==> src/rtl/io_controller_if.sv <==
// Bus bundle for io_controller: CPU-side load/store port, retire pulse and the
// UART transmit/receive handshakes.
interface io_controller_if;
  logic [7:0]  io_addr;
  logic        io_we;
  logic        io_re;
  logic [31:0] io_wdata;
  logic [31:0] io_rdata;
  logic        instr_retire;
  logic [7:0]  tx_data;
  logic        tx_valid;
  logic        tx_ready;
  logic [7:0]  rx_data;
  logic        rx_valid;
  logic        rx_ready;

  modport master (
    output io_addr, io_we, io_re, io_wdata, instr_retire, tx_ready, rx_data, rx_valid,
    input  io_rdata, tx_data, tx_valid, rx_ready
  );

  modport slave (
    input  io_addr, io_we, io_re, io_wdata, instr_retire, tx_ready, rx_data, rx_valid,
    output io_rdata, tx_data, tx_valid, rx_ready
  );
endinterface

==> src/rtl/io_controller.sv <==
// Memory-mapped IO block: one-entry UART TX/RX buffers, cycle and retired
// instruction counters, and a registered (M-stage) read port.
module io_controller #(
  parameter int CNT_W = 32
) (
  input  logic            clk,
  input  logic            rst,
  io_controller_if.slave  bus
);

  typedef enum logic { TX_EMPTY, TX_FULL } tx_state_e;
  typedef enum logic { RX_EMPTY, RX_FULL } rx_state_e;

  localparam logic [5:0] W_TX_CTRL   = 6'd0;
  localparam logic [5:0] W_RX_CTRL   = 6'd1;
  localparam logic [5:0] W_TX_DATA   = 6'd2;
  localparam logic [5:0] W_RX_DATA   = 6'd3;
  localparam logic [5:0] W_CYCLE_CNT = 6'd4;
  localparam logic [5:0] W_INSTR_CNT = 6'd5;
  localparam logic [5:0] W_CNT_RST   = 6'd6;

  tx_state_e          tx_state_q, tx_state_d;
  rx_state_e          rx_state_q, rx_state_d;
  logic [7:0]         tx_byte_q, tx_byte_d;
  logic [7:0]         rx_byte_q, rx_byte_d;
  logic [CNT_W-1:0]   cyc_q, cyc_d;
  logic [CNT_W-1:0]   ins_q, ins_d;
  logic [31:0]        rdata_q, rdata_d;
  logic [31:0]        rd_word;

  logic [5:0] word;
  logic       wr_tx, wr_cnt_rst, rd_rx_pop;
  logic       unused_bits;

  assign word        = bus.io_addr[7:2];
  assign wr_tx       = bus.io_we && (word == W_TX_DATA);
  assign wr_cnt_rst  = bus.io_we && (word == W_CNT_RST);
  assign rd_rx_pop   = bus.io_re && (word == W_RX_DATA);
  assign unused_bits = ^{bus.io_addr[1:0], bus.io_wdata[31:8]};

  // Read mux always reflects pre-update state so a same-cycle write cannot leak in.
  always_comb begin
    rd_word = '0;
    case (word)
      W_TX_CTRL:   rd_word = {31'd0, tx_state_q == TX_EMPTY};
      W_RX_CTRL:   rd_word = {31'd0, rx_state_q == RX_FULL};
      W_RX_DATA:   rd_word = {24'd0, rx_byte_q};
      W_CYCLE_CNT: rd_word = 32'(cyc_q);
      W_INSTR_CNT: rd_word = 32'(ins_q);
      default:     rd_word = '0;
    endcase
  end

  always_comb begin
    tx_state_d = tx_state_q;
    tx_byte_d  = tx_byte_q;
    rx_state_d = rx_state_q;
    rx_byte_d  = rx_byte_q;
    rdata_d    = bus.io_re ? rd_word : rdata_q;

    // A write landing while full (even on the handshake edge) is dropped.
    if (tx_state_q == TX_EMPTY) begin
      if (wr_tx) begin
        tx_state_d = TX_FULL;
        tx_byte_d  = bus.io_wdata[7:0];
      end
    end else if (bus.tx_ready) begin
      tx_state_d = TX_EMPTY;
    end

    if (rx_state_q == RX_EMPTY) begin
      if (bus.rx_valid) begin
        rx_state_d = RX_FULL;
        rx_byte_d  = bus.rx_data;
      end
    end else if (rd_rx_pop) begin
      rx_state_d = RX_EMPTY;
    end

    if (wr_cnt_rst) begin
      cyc_d = '0;
      ins_d = '0;
    end else begin
      cyc_d = cyc_q + CNT_W'(1);
      ins_d = ins_q + CNT_W'(bus.instr_retire);
    end
  end

  always_ff @(posedge clk) begin
    if (rst) begin
      tx_state_q <= TX_EMPTY;
      rx_state_q <= RX_EMPTY;
      tx_byte_q  <= '0;
      rx_byte_q  <= '0;
      cyc_q      <= '0;
      ins_q      <= '0;
      rdata_q    <= '0;
    end else begin
      tx_state_q <= tx_state_d;
      rx_state_q <= rx_state_d;
      tx_byte_q  <= tx_byte_d;
      rx_byte_q  <= rx_byte_d;
      cyc_q      <= cyc_d;
      ins_q      <= ins_d;
      rdata_q    <= rdata_d;
    end
  end

  assign bus.io_rdata = rdata_q;
  assign bus.tx_valid = (tx_state_q == TX_FULL);
  assign bus.tx_data  = tx_byte_q;
  assign bus.rx_ready = (rx_state_q == RX_EMPTY);

endmodule

==> src/flat_wrapper.sv <==
// flat-port wrapper written by rule: the top's interface ports become plain ports
module io_controller_flat 
#(
  parameter int CNT_W = 32
)
  (clk, rst, bus_io_addr, bus_io_we, bus_io_re, bus_io_wdata, bus_instr_retire, bus_tx_ready, bus_rx_data, bus_rx_valid, bus_io_rdata, bus_tx_data, bus_tx_valid, bus_rx_ready);
  io_controller_if bus_i ();
  input  logic clk;
  input  logic rst;
  input wire logic [$bits(bus_i.io_addr)-1:0] bus_io_addr;
  input wire logic [$bits(bus_i.io_we)-1:0] bus_io_we;
  input wire logic [$bits(bus_i.io_re)-1:0] bus_io_re;
  input wire logic [$bits(bus_i.io_wdata)-1:0] bus_io_wdata;
  input wire logic [$bits(bus_i.instr_retire)-1:0] bus_instr_retire;
  input wire logic [$bits(bus_i.tx_ready)-1:0] bus_tx_ready;
  input wire logic [$bits(bus_i.rx_data)-1:0] bus_rx_data;
  input wire logic [$bits(bus_i.rx_valid)-1:0] bus_rx_valid;
  output wire logic [$bits(bus_i.io_rdata)-1:0] bus_io_rdata;
  output wire logic [$bits(bus_i.tx_data)-1:0] bus_tx_data;
  output wire logic [$bits(bus_i.tx_valid)-1:0] bus_tx_valid;
  output wire logic [$bits(bus_i.rx_ready)-1:0] bus_rx_ready;
  assign bus_i.io_addr = bus_io_addr;
  assign bus_i.io_we = bus_io_we;
  assign bus_i.io_re = bus_io_re;
  assign bus_i.io_wdata = bus_io_wdata;
  assign bus_i.instr_retire = bus_instr_retire;
  assign bus_i.tx_ready = bus_tx_ready;
  assign bus_i.rx_data = bus_rx_data;
  assign bus_i.rx_valid = bus_rx_valid;
  assign bus_io_rdata = bus_i.io_rdata;
  assign bus_tx_data = bus_i.tx_data;
  assign bus_tx_valid = bus_i.tx_valid;
  assign bus_rx_ready = bus_i.rx_ready;
  io_controller #(.CNT_W(CNT_W)) u_core (.clk(clk), .rst(rst), .bus(bus_i));
endmodule
==> config.mk <==
export PLATFORM = sky130hd
export DESIGN_NAME = io_controller_flat
export DESIGN_NICKNAME = d
export VERILOG_FILES = /design/src/rtl/io_controller_if.sv /design/src/rtl/io_controller.sv /design/src/flat_wrapper.sv
export SDC_FILE = /design/constraint.sdc
export NUM_CORES = 1
export LEC_CHECK = 0
export CAP_MARGIN = 20
export CORE_UTILIZATION = 63
export CTS_CLUSTER_DIAMETER = 80
export DETAILED_ROUTE_END_ITERATION = 12
export DONT_BUFFER_PORTS = 1
export PLACE_DENSITY = 0.89
export SKIP_LAST_GASP = 1
export SLEW_MARGIN = 0
export SYNTH_ARGS = -nofsm -noshare
export SYNTH_HDL_FRONTEND = slang
export SYNTH_SLANG_ARGS = --single-unit
==> constraint.sdc <==
create_clock -name clk -period 2.5 [get_ports clk]
set_input_delay 0.375 -clock clk [delete_from_list [all_inputs] [get_ports clk]]
set_output_delay 0.375 -clock clk [all_outputs]
set_load 0.02 [all_outputs]
# == Word level (Yosys, flattened, before mapping) ==
# Index checks and enable logic that the tools add are counted.
# totals
reg_bits,114
wordCells,31
# op_classes
add_sub_neg,2
eq_ne,6
mux,7
n_bitwise,2
reduce_logical,7
# op_table
op,count
32-bit case mux with 5 select lines,1
32-bit by 1-bit adder with 32-bit output,1
32-bit by 1-bit adder with 32-bit output (second input constant),1
6-bit by 3-bit == test with 1-bit output (second input constant),3
6-bit by 2-bit == test with 1-bit output (second input constant),2
6-bit by 1-bit == test with 1-bit output (second input constant),1
6-bit zero test,1
1-bit two-way mux,6
2-bit AND reduction,2
1-bit logical AND,3
1-bit inverter,2
2-bit OR reduction,1

# == Longest topological paths before layout ==
# Gate-level depths: netlist of the first run.
# depth
depth_word,4
mapped_depth,7
mapped_depth_nobuf,6

# == Worst setup path after synthesis of the first run ==
# OpenSTA, ideal clock, no wires.
# synth_path
path_type,register to register
from,register u_core.cyc_q[0]
to,register u_core.cyc_q[28]
setup_time_ns,0.118
arrival_time_ns,1.911
required_time_ns,2.382
slack_ns,0.471
stages_incl_launch_ff,7
n_path_buf,1
period_less_slack_ns,2.029
cell_sequence,dfxtp_1 ha_1 nand3_1 or4_1 clkbuf_1 or3b_2 mux2i_1
# synth_via
elab_chain_cells,1
# synth_lines
element,line,text
from (decl),io_controller.sv:26,"logic [CNT_W-1:0] cyc_q, cyc_d;"
from (signal assigned),io_controller.sv:103,cyc_q <= cyc_d;
32-bit by 1-bit adder with 32-bit output,io_controller.sv:84,cyc_d = cyc_q + CNT_W'(1);
# Every way passes these cells.
# A chain may end at the register's enable or synchronous reset.

# == Final worst setup path of the first run ==
# layout_path
from,register u_core.ins_q[0]
to,register u_core.ins_q[21]
# layout_via
elab_chain_cells,1
# layout_lines
element,line,text
from (decl),io_controller.sv:27,"logic [CNT_W-1:0] ins_q, ins_d;"
from (signal assigned),io_controller.sv:104,ins_q <= ins_d;
32-bit by 1-bit adder with 32-bit output,io_controller.sv:85,ins_d = ins_q + CNT_W'(bus.instr_retire);
# Every way passes these cells.

==> run metrics, run 1 <==
synth-to-layout area growth=16.3%; Setup Crit Path Kind=reg2reg; Slowest-stage cell, CP=or4_4; worst clock skew=0.00557 ns; crit path max fanout=20; WL per Instance=20.3 um; Post-synth top cells=114 x dfxtp_1, 69 x nand2_1, 44 x o21ai_0; H-tree levels=4; failing checks=negative hold slack; final setup violating endpoints=0; fillers=499; number of global-route vias before repair=4,673; pwr/cell area=775 nW/um2; drt pass-1 iters=7; cell count along the critical path=5; CTS tree=yes; Async S/R FF share, synth=0%; Top FF cell, synth=dfxtp_1; Hold Slack=-0.000719 ns; worst relative slew slack=53.4%; Seq/Total Area, Yosys=45.7%; TritonCTS buffer count=17; Post-CTS Setup Repair Bufs=0; CP required=2.96 ns; via/cell ratio=6.98; Worst Path Arrival=2.85 ns; Placed Instances=659; reg-to-reg startpoint=u_core.ins_q[0]; number of synthesized flops with an enable pin=0; CP Cell Sequence=ha_1 -> nand4_1 -> or4_4 -> or4_1 -> a21oi_1; Worst Hold Depth=2; post-DP HPWL=8.19 mm; fin crit share=95.9%; 1st-iter DRT viols=674; Starting Density=65.0%; Vias=4,901; Bufs on Longest Clock Path=2; CTS clock-pin slew for the worst setup and hold paths=0.06 ns; Final min period=2.40 ns; share of cells above drive strength 1=8.00%; core area=7690 um2; Final nets=645; final core utilization=75.6%; RSZ-0062 raised after global routing=no; Multi-input gate area=2530 um2; Die H=91.1 um; routed wire length=14.2 mm; IO Count=97; biggest area consumer among synthesized cells=dfxtp_1; R2R Path End=u_core.ins_q[21]; gr usage total=35.0%; Die W=91.1 um; #FFs+latches synth=114; port bufs=0; GRT overflow=0; most frequent cell after synthesis=dfxtp_1; status=finished with violations; area share of the largest cell type after synthesis=45.7%; Fmax achieved=417 MHz; R2R Setup Slk=0.10 ns; Peak VDD IR=0.655 mV; routability cong.=0.899; Max Cap Viol=0; Hold Crit Class=in2reg; Mapped Cells=582; Synth area leaders=dfxtp_1 46%, nand2_1 5.2%, a22oi_1 4.8%; clock sink count=114; Synth warnings=0; DIE AREA=8290 um2; CP peak stage delay=0.73 ns; clk root buf=clkbuf_8; cells on worst reg2reg path=5; clock latency on the worst-skew pair=0.53 ns; Critical Path Start Type=flop; CP endpoint kind=flop; CP delay by family, top=simple AND/OR/NAND/NOR gates; number of diodes=0; DRC Markers=0; Crit. Startpoint=u_core.ins_q[0]; crit path to=u_core.ins_q[21]; Worst-Margin Slew=0.696 ns; non-filler cells, final=702; Leak=1.94 nW; Synth Net Count=640; FP Rows=32; Final TNS setup=0 ns; antenna-violating nets left=0; first-pass GRT wire length=22.6 mm; largest net degree at the start of global routing=54; initial antenna violation count=0; endpoints failing hold=1; mapped cell area=5000 um2; Final Max Slew Viols=0; Synth Area per Inst=8.59 um2; Yosys cell types=39; Reg area=2280 um2; crit path buf inv count=0
-- flip-flops by register name (all words and copies together), names as in the netlist --
signal,count
u_core.bus.io_rdata,32
u_core.cyc_q,32
u_core.rx_state_q,1
u_core.ins_q,32
u_core.rx_byte_q,8
u_core.bus.tx_data,8
u_core.bus.tx_valid,1
-- layer usage --
metal	routed length [um]	track usage (%)	up-vias
li1	-	-	2157
met1	5250	40.1	2287
met2	6970	59.1	381
met3	1360	8.63	76
met4	637	20.9	0
met5	0	0	-
-- metrics by stage --
stage                     setup slack [ns]  power, W  hold WS [ns]  area, um2
after CTS                           0.0995   0.00448       0.00145       5800
after floorplan                      0.471   0.00197         0.432       5000
after detailed placement             0.141   0.00199         0.442       5080
final                                0.103   0.00450     -0.000719       5810
after global placement               0.249   0.00199         0.436       5080
after global routing                0.0706   0.00459       0.00824       5810
-- cell usage in the layout, fill, tap and decap left out, drive strengths merged, types with 2 or more instances in the layout --
| cell type | instances |
|---|---|
| o21a | 4 |
| nand4 | 15 |
| xor2 | 8 |
| a31oi | 2 |
| a22oi | 32 |
| and4 | 8 |
| buf | 11 |
| or3 | 12 |
| nor3 | 8 |
| and2 | 4 |
| o21ai | 44 |
| o31ai | 22 |
| a21oi | 43 |
| nand3 | 24 |
| clkinvlp | 2 |
| nand4b | 2 |
| clkinv | 4 |
| clkbuf | 22 |
| nor2b | 5 |
| inv | 12 |
| and3 | 9 |
| nor2 | 30 |
| nor4 | 6 |
| xnor2 | 11 |
| nand2 | 69 |
| dlygate4sd3 | 11 |
| or4 | 25 |
| a2bb2oi | 7 |
| ha | 3 |
| nand2b | 7 |
| dfxtp | 114 |
| bufinv | 4 |
| mux2i | 13 |
-- how the worst min path moves through the flow --
stage,from,endpoint,slack (ns)
6_report,bus_io_wdata[1],u_core.bus.tx_data[1],-0.0007
5_1_grt,bus_rx_data[1],u_core.rx_byte_q[1],0.008
4_1_cts,bus_io_wdata[1],u_core.bus.tx_data[1],0.001
3_5_place_dp,u_core.rx_byte_q[0],u_core.rx_byte_q[0],0.44
3_3_place_gp,u_core.rx_byte_q[0],u_core.rx_byte_q[0],0.44
2_1_floorplan,u_core.rx_byte_q[0],u_core.rx_byte_q[0],0.43
-- worst reg2reg max path: cells and delay by family (launching register included) --
kind,cells,cell delay [ns]
flops,1,0.34
compound gates,1,0.15
simple gates,3,1.57
fa+ha+maj,1,0.26
-- kinds of logic after synthesis --
family / share of synthesized area [%]
multiplexers: 2.60
flip-flops: 45.7
buffers and inverters: 3.81
XOR/XNOR: 3.33
adder cells (fa/ha/maj): 0.751
AO/OA/AOI/OAI: 19.6
AND/OR/NAND/NOR: 24.3
-- where the power goes --
part / internal [W] / switching (W) / total (W)
Combinational: 0.0000457 / 0.0000759 / 0.000122
Clock: 0.00169 / 0.000836 / 0.00253
Sequential: 0.00184 / 0.0000199 / 0.00186
Total: 0.00357 / 0.000932 / 0.00450
-- layout make-up --
type                            instances  area share, %
Inverter                               12          0.775
Clock buffer                           22           7.97
Tap cell                              102           2.20
Clock inverter                         10           2.67
Timing Repair Buffer                   22           3.53
Sequential cell                       114           39.3
Multi-Input combinational cell        420           43.6
-- what timing repair did --
action                                  CTS  global route
endpoints found under the hold margin    19             1
hold buffers                             10             1
endpoints found under the setup margin    0             5
resized for setup                         0             1
No activity file was read; power rests on OpenSTA's default activity.
==> run 2: changes to the inputs <==
--- a/config.mk
+++ b/config.mk
@@ -8,6 +8,7 @@
 export CAP_MARGIN = 20
 export CORE_UTILIZATION = 63
 export CTS_CLUSTER_DIAMETER = 80
+export CTS_CLUSTER_SIZE = 8
 export DETAILED_ROUTE_END_ITERATION = 12
 export DONT_BUFFER_PORTS = 1
 export PLACE_DENSITY = 0.89
==> results of run 2 <==
The final DEF is identical to that of run 1; final timing and power are the same.
==> run 3: changes to the inputs <==
--- a/config.mk
+++ b/config.mk
@@ -6,12 +6,13 @@
 export NUM_CORES = 1
 export LEC_CHECK = 0
 export CAP_MARGIN = 20
-export CORE_UTILIZATION = 63
+export CORE_UTILIZATION = 65
+export CTS_BUF_LIST = sky130_fd_sc_hd__clkbuf_8
 export CTS_CLUSTER_DIAMETER = 80
 export CTS_CLUSTER_SIZE = 8
 export DETAILED_ROUTE_END_ITERATION = 12
 export DONT_BUFFER_PORTS = 1
-export PLACE_DENSITY = 0.89
+export PLACE_DENSITY = 0.91
 export SKIP_LAST_GASP = 1
 export SLEW_MARGIN = 0
 export SYNTH_ARGS = -nofsm -noshare
==> run metrics, run 3 (synthesis gave the netlist of run 1 again) <==
initial antenna violation count=0 (unchanged); Setup Crit Path Kind=reg2reg; CP Cell Sequence=ha_1 -> ha_1 -> nand4_1 -> or3_4 -> or4_1 -> a21oi_1; pwr/cell area=713 nW/um2 (-8.1%); Bufs on Longest Clock Path=2 (unchanged); IO Count=97 (unchanged); Seq pwr share=46.8% (+5.6 points); WL per Instance=17.9 um (-12%); Peak VDD IR=0.498 mV (-24%); number of global-route vias before repair=4,385 (-6.2%); Final Max Slew Viols=0 (unchanged); crit path max fanout=16 (-20%); CTS tree=yes; CP endpoint kind=flop; CP required=2.86 ns (-0.10 ns); Worst Path Arrival=2.68 ns (-0.17 ns); CTS clock-pin slew for the worst setup and hold paths=0.07 ns (about the same); switching power share of the total=21.1% (+0.42 points); Max Cap Viol=0 (unchanged); H-tree levels=4 (unchanged); fin crit share=92.9% (-3.0 points); Die H=89.7 um (-1.5%); DRC Markers=0 (unchanged); Int Power=0.00312 W (-13%); Clock Power Share=50.4% (-5.7 points); share of cells above drive strength 1=7.99% (about the same); routability cong.=0.902 (+0.30%); endpoints failing hold=0 (-1); worst clock skew=0.00977 ns (+0.00420 ns); Hold Crit Class=in2reg; Slowest-stage cell, CP=or4_1; status=finished, final reports clean; most common cell after layout, fill and taps aside=dfxtp_1; final setup violating endpoints=0 (unchanged); most frequent CP cell=ha_1; worst relative slew slack=57.0% (+3.5 points); Final TNS setup=0 ns (unchanged); first-pass GRT wire length=19.7 mm (-13%); Die W=89.7 um (-1.5%); antenna-violating nets left=0 (unchanged); metal2 WL=6.02 mm (-14%); clock sink count=114 (unchanged); Critical Path Start Type=flop; core area=7330 um2 (-4.6%); 1st-iter DRT viols=490 (-27%); post-DP HPWL=8.07 mm (-1.5%); Hold Slack=0.0467 ns (+0.0474 ns); Final nets=634 (-1.7%); port bufs=0 (unchanged); Highest Signal Layer=met4; Final min period=2.32 ns (-0.0756 ns); DIE AREA=8040 um2 (-3.0%); GRT overflow=0 (unchanged); routed length on met1=4.87 mm (-7.3%); Routed met3 length=949 um (-30%); drt pass-1 iters=6 (-1); Vias=4,554 (-7.1%); CP peak stage delay=0.55 ns (-0.18 ns); FP Rows=31 (-3.1%); Worst-Margin Slew=0.644 ns (-0.0529 ns); leading cell types in the layout, fill and taps excluded=114 x dfxtp_1, 69 x nand2_1, 44 x o21ai_0; largest net degree at the start of global routing=54 (unchanged); CP delay by family, top=simple AND/OR/NAND/NOR gates; clk root buf=clkbuf_8; clock latency on the worst-skew pair=0.44 ns (-0.09 ns); gr usage total=32.5% (-2.5 points); number of diodes=0 (unchanged); via/cell ratio=6.63 (-5.1%); synth-to-layout area growth=11.1%; Leak=1.83 nW (-5.9%); Comb power frac=2.7% (about the same); Starting Density=68.2% (+3.2 points); Post-CTS Setup Repair Bufs=0 (unchanged); crit path buf inv count=0 (unchanged); RSZ-0062 raised after global routing=no; Fmax achieved=431 MHz (+3.3%); routed wire length=12.3 mm (-14%); NetSw=0.000835 W (-10%); TritonCTS buffer count=17 (unchanged)
==> run 3: cell types whose count changed in the layout (fill, tap and decap cells not counted), sizes merged <==
cell,previous run,this run
dlygate4sd3,11,1
clkbuf,22,20
buf,11,10
bufinv,4,5
clkinv,4,3
inv,12,13
==> run 3: cell type report <==
type	instances	area [um2]
multi-input cells	420	2530
flip-flops and latches	114	2280
fillers	492	1780
clock buffers	20	275
clock inverters	11	184
well taps	99	124
repair buffers	11	110
inverters	12	45.0
==> run 3: worst paths after layout <==
kind / start / endpoint / slack [ns] / depth (start not counted)
worst max-delay path: u_core.ins_q[0] / u_core.ins_q[22] / 0.18 / 6
worst min-delay path: bus_io_re / u_core.bus.io_rdata[0] / 0.05 / 1
worst max register to register: u_core.ins_q[0] / u_core.ins_q[22] / 0.18 / 6
worst min register to register: u_core.rx_byte_q[0] / u_core.rx_byte_q[0] / 0.47 / 2
==> run 3: what timing repair did <==
item                                    CTS  global route
gates resized for setup                   0             1
hold endpoints to repair                 19             0
endpoints found under the setup margin    0             3
hold buffers                              1             0
==> run 3: layer usage <==
layer	vias to the layer above	GRT usage (%)
li1	2135	-
met1	2156	38.8
met2	219	54.1
met3	44	8.41
met4	0	16.5
met5	-	0
==> run 3: power by group through the flow <==
stage,logic (W),clock network (W),registers (W)
floorplan,0.0000824,0,0.00189
global placement,0.0000950,0,0.00189
detailed placement,0.0000995,0,0.00189
CTS,0.000106,0.00200,0.00185
global route,0.000118,0.00210,0.00185
finish,0.000108,0.00200,0.00185
==> run 3: metrics by stage <==
step | power, W | utilization [%] | worst slack, ns | instance area [um2] | instances
floorplan | 0.00197 | - | 0.471 | 5000 | 582
global placement | 0.00199 | 69.3 | 0.253 | 5080 | 655
detailed placement | 0.00199 | 69.3 | 0.141 | 5080 | 655
CTS | 0.00396 | 75.7 | 0.0172 | 5550 | 687
global route | 0.00407 | 75.7 | 0.0790 | 5550 | 687
finish | 0.00396 | 75.7 | 0.178 | 5550 | 687
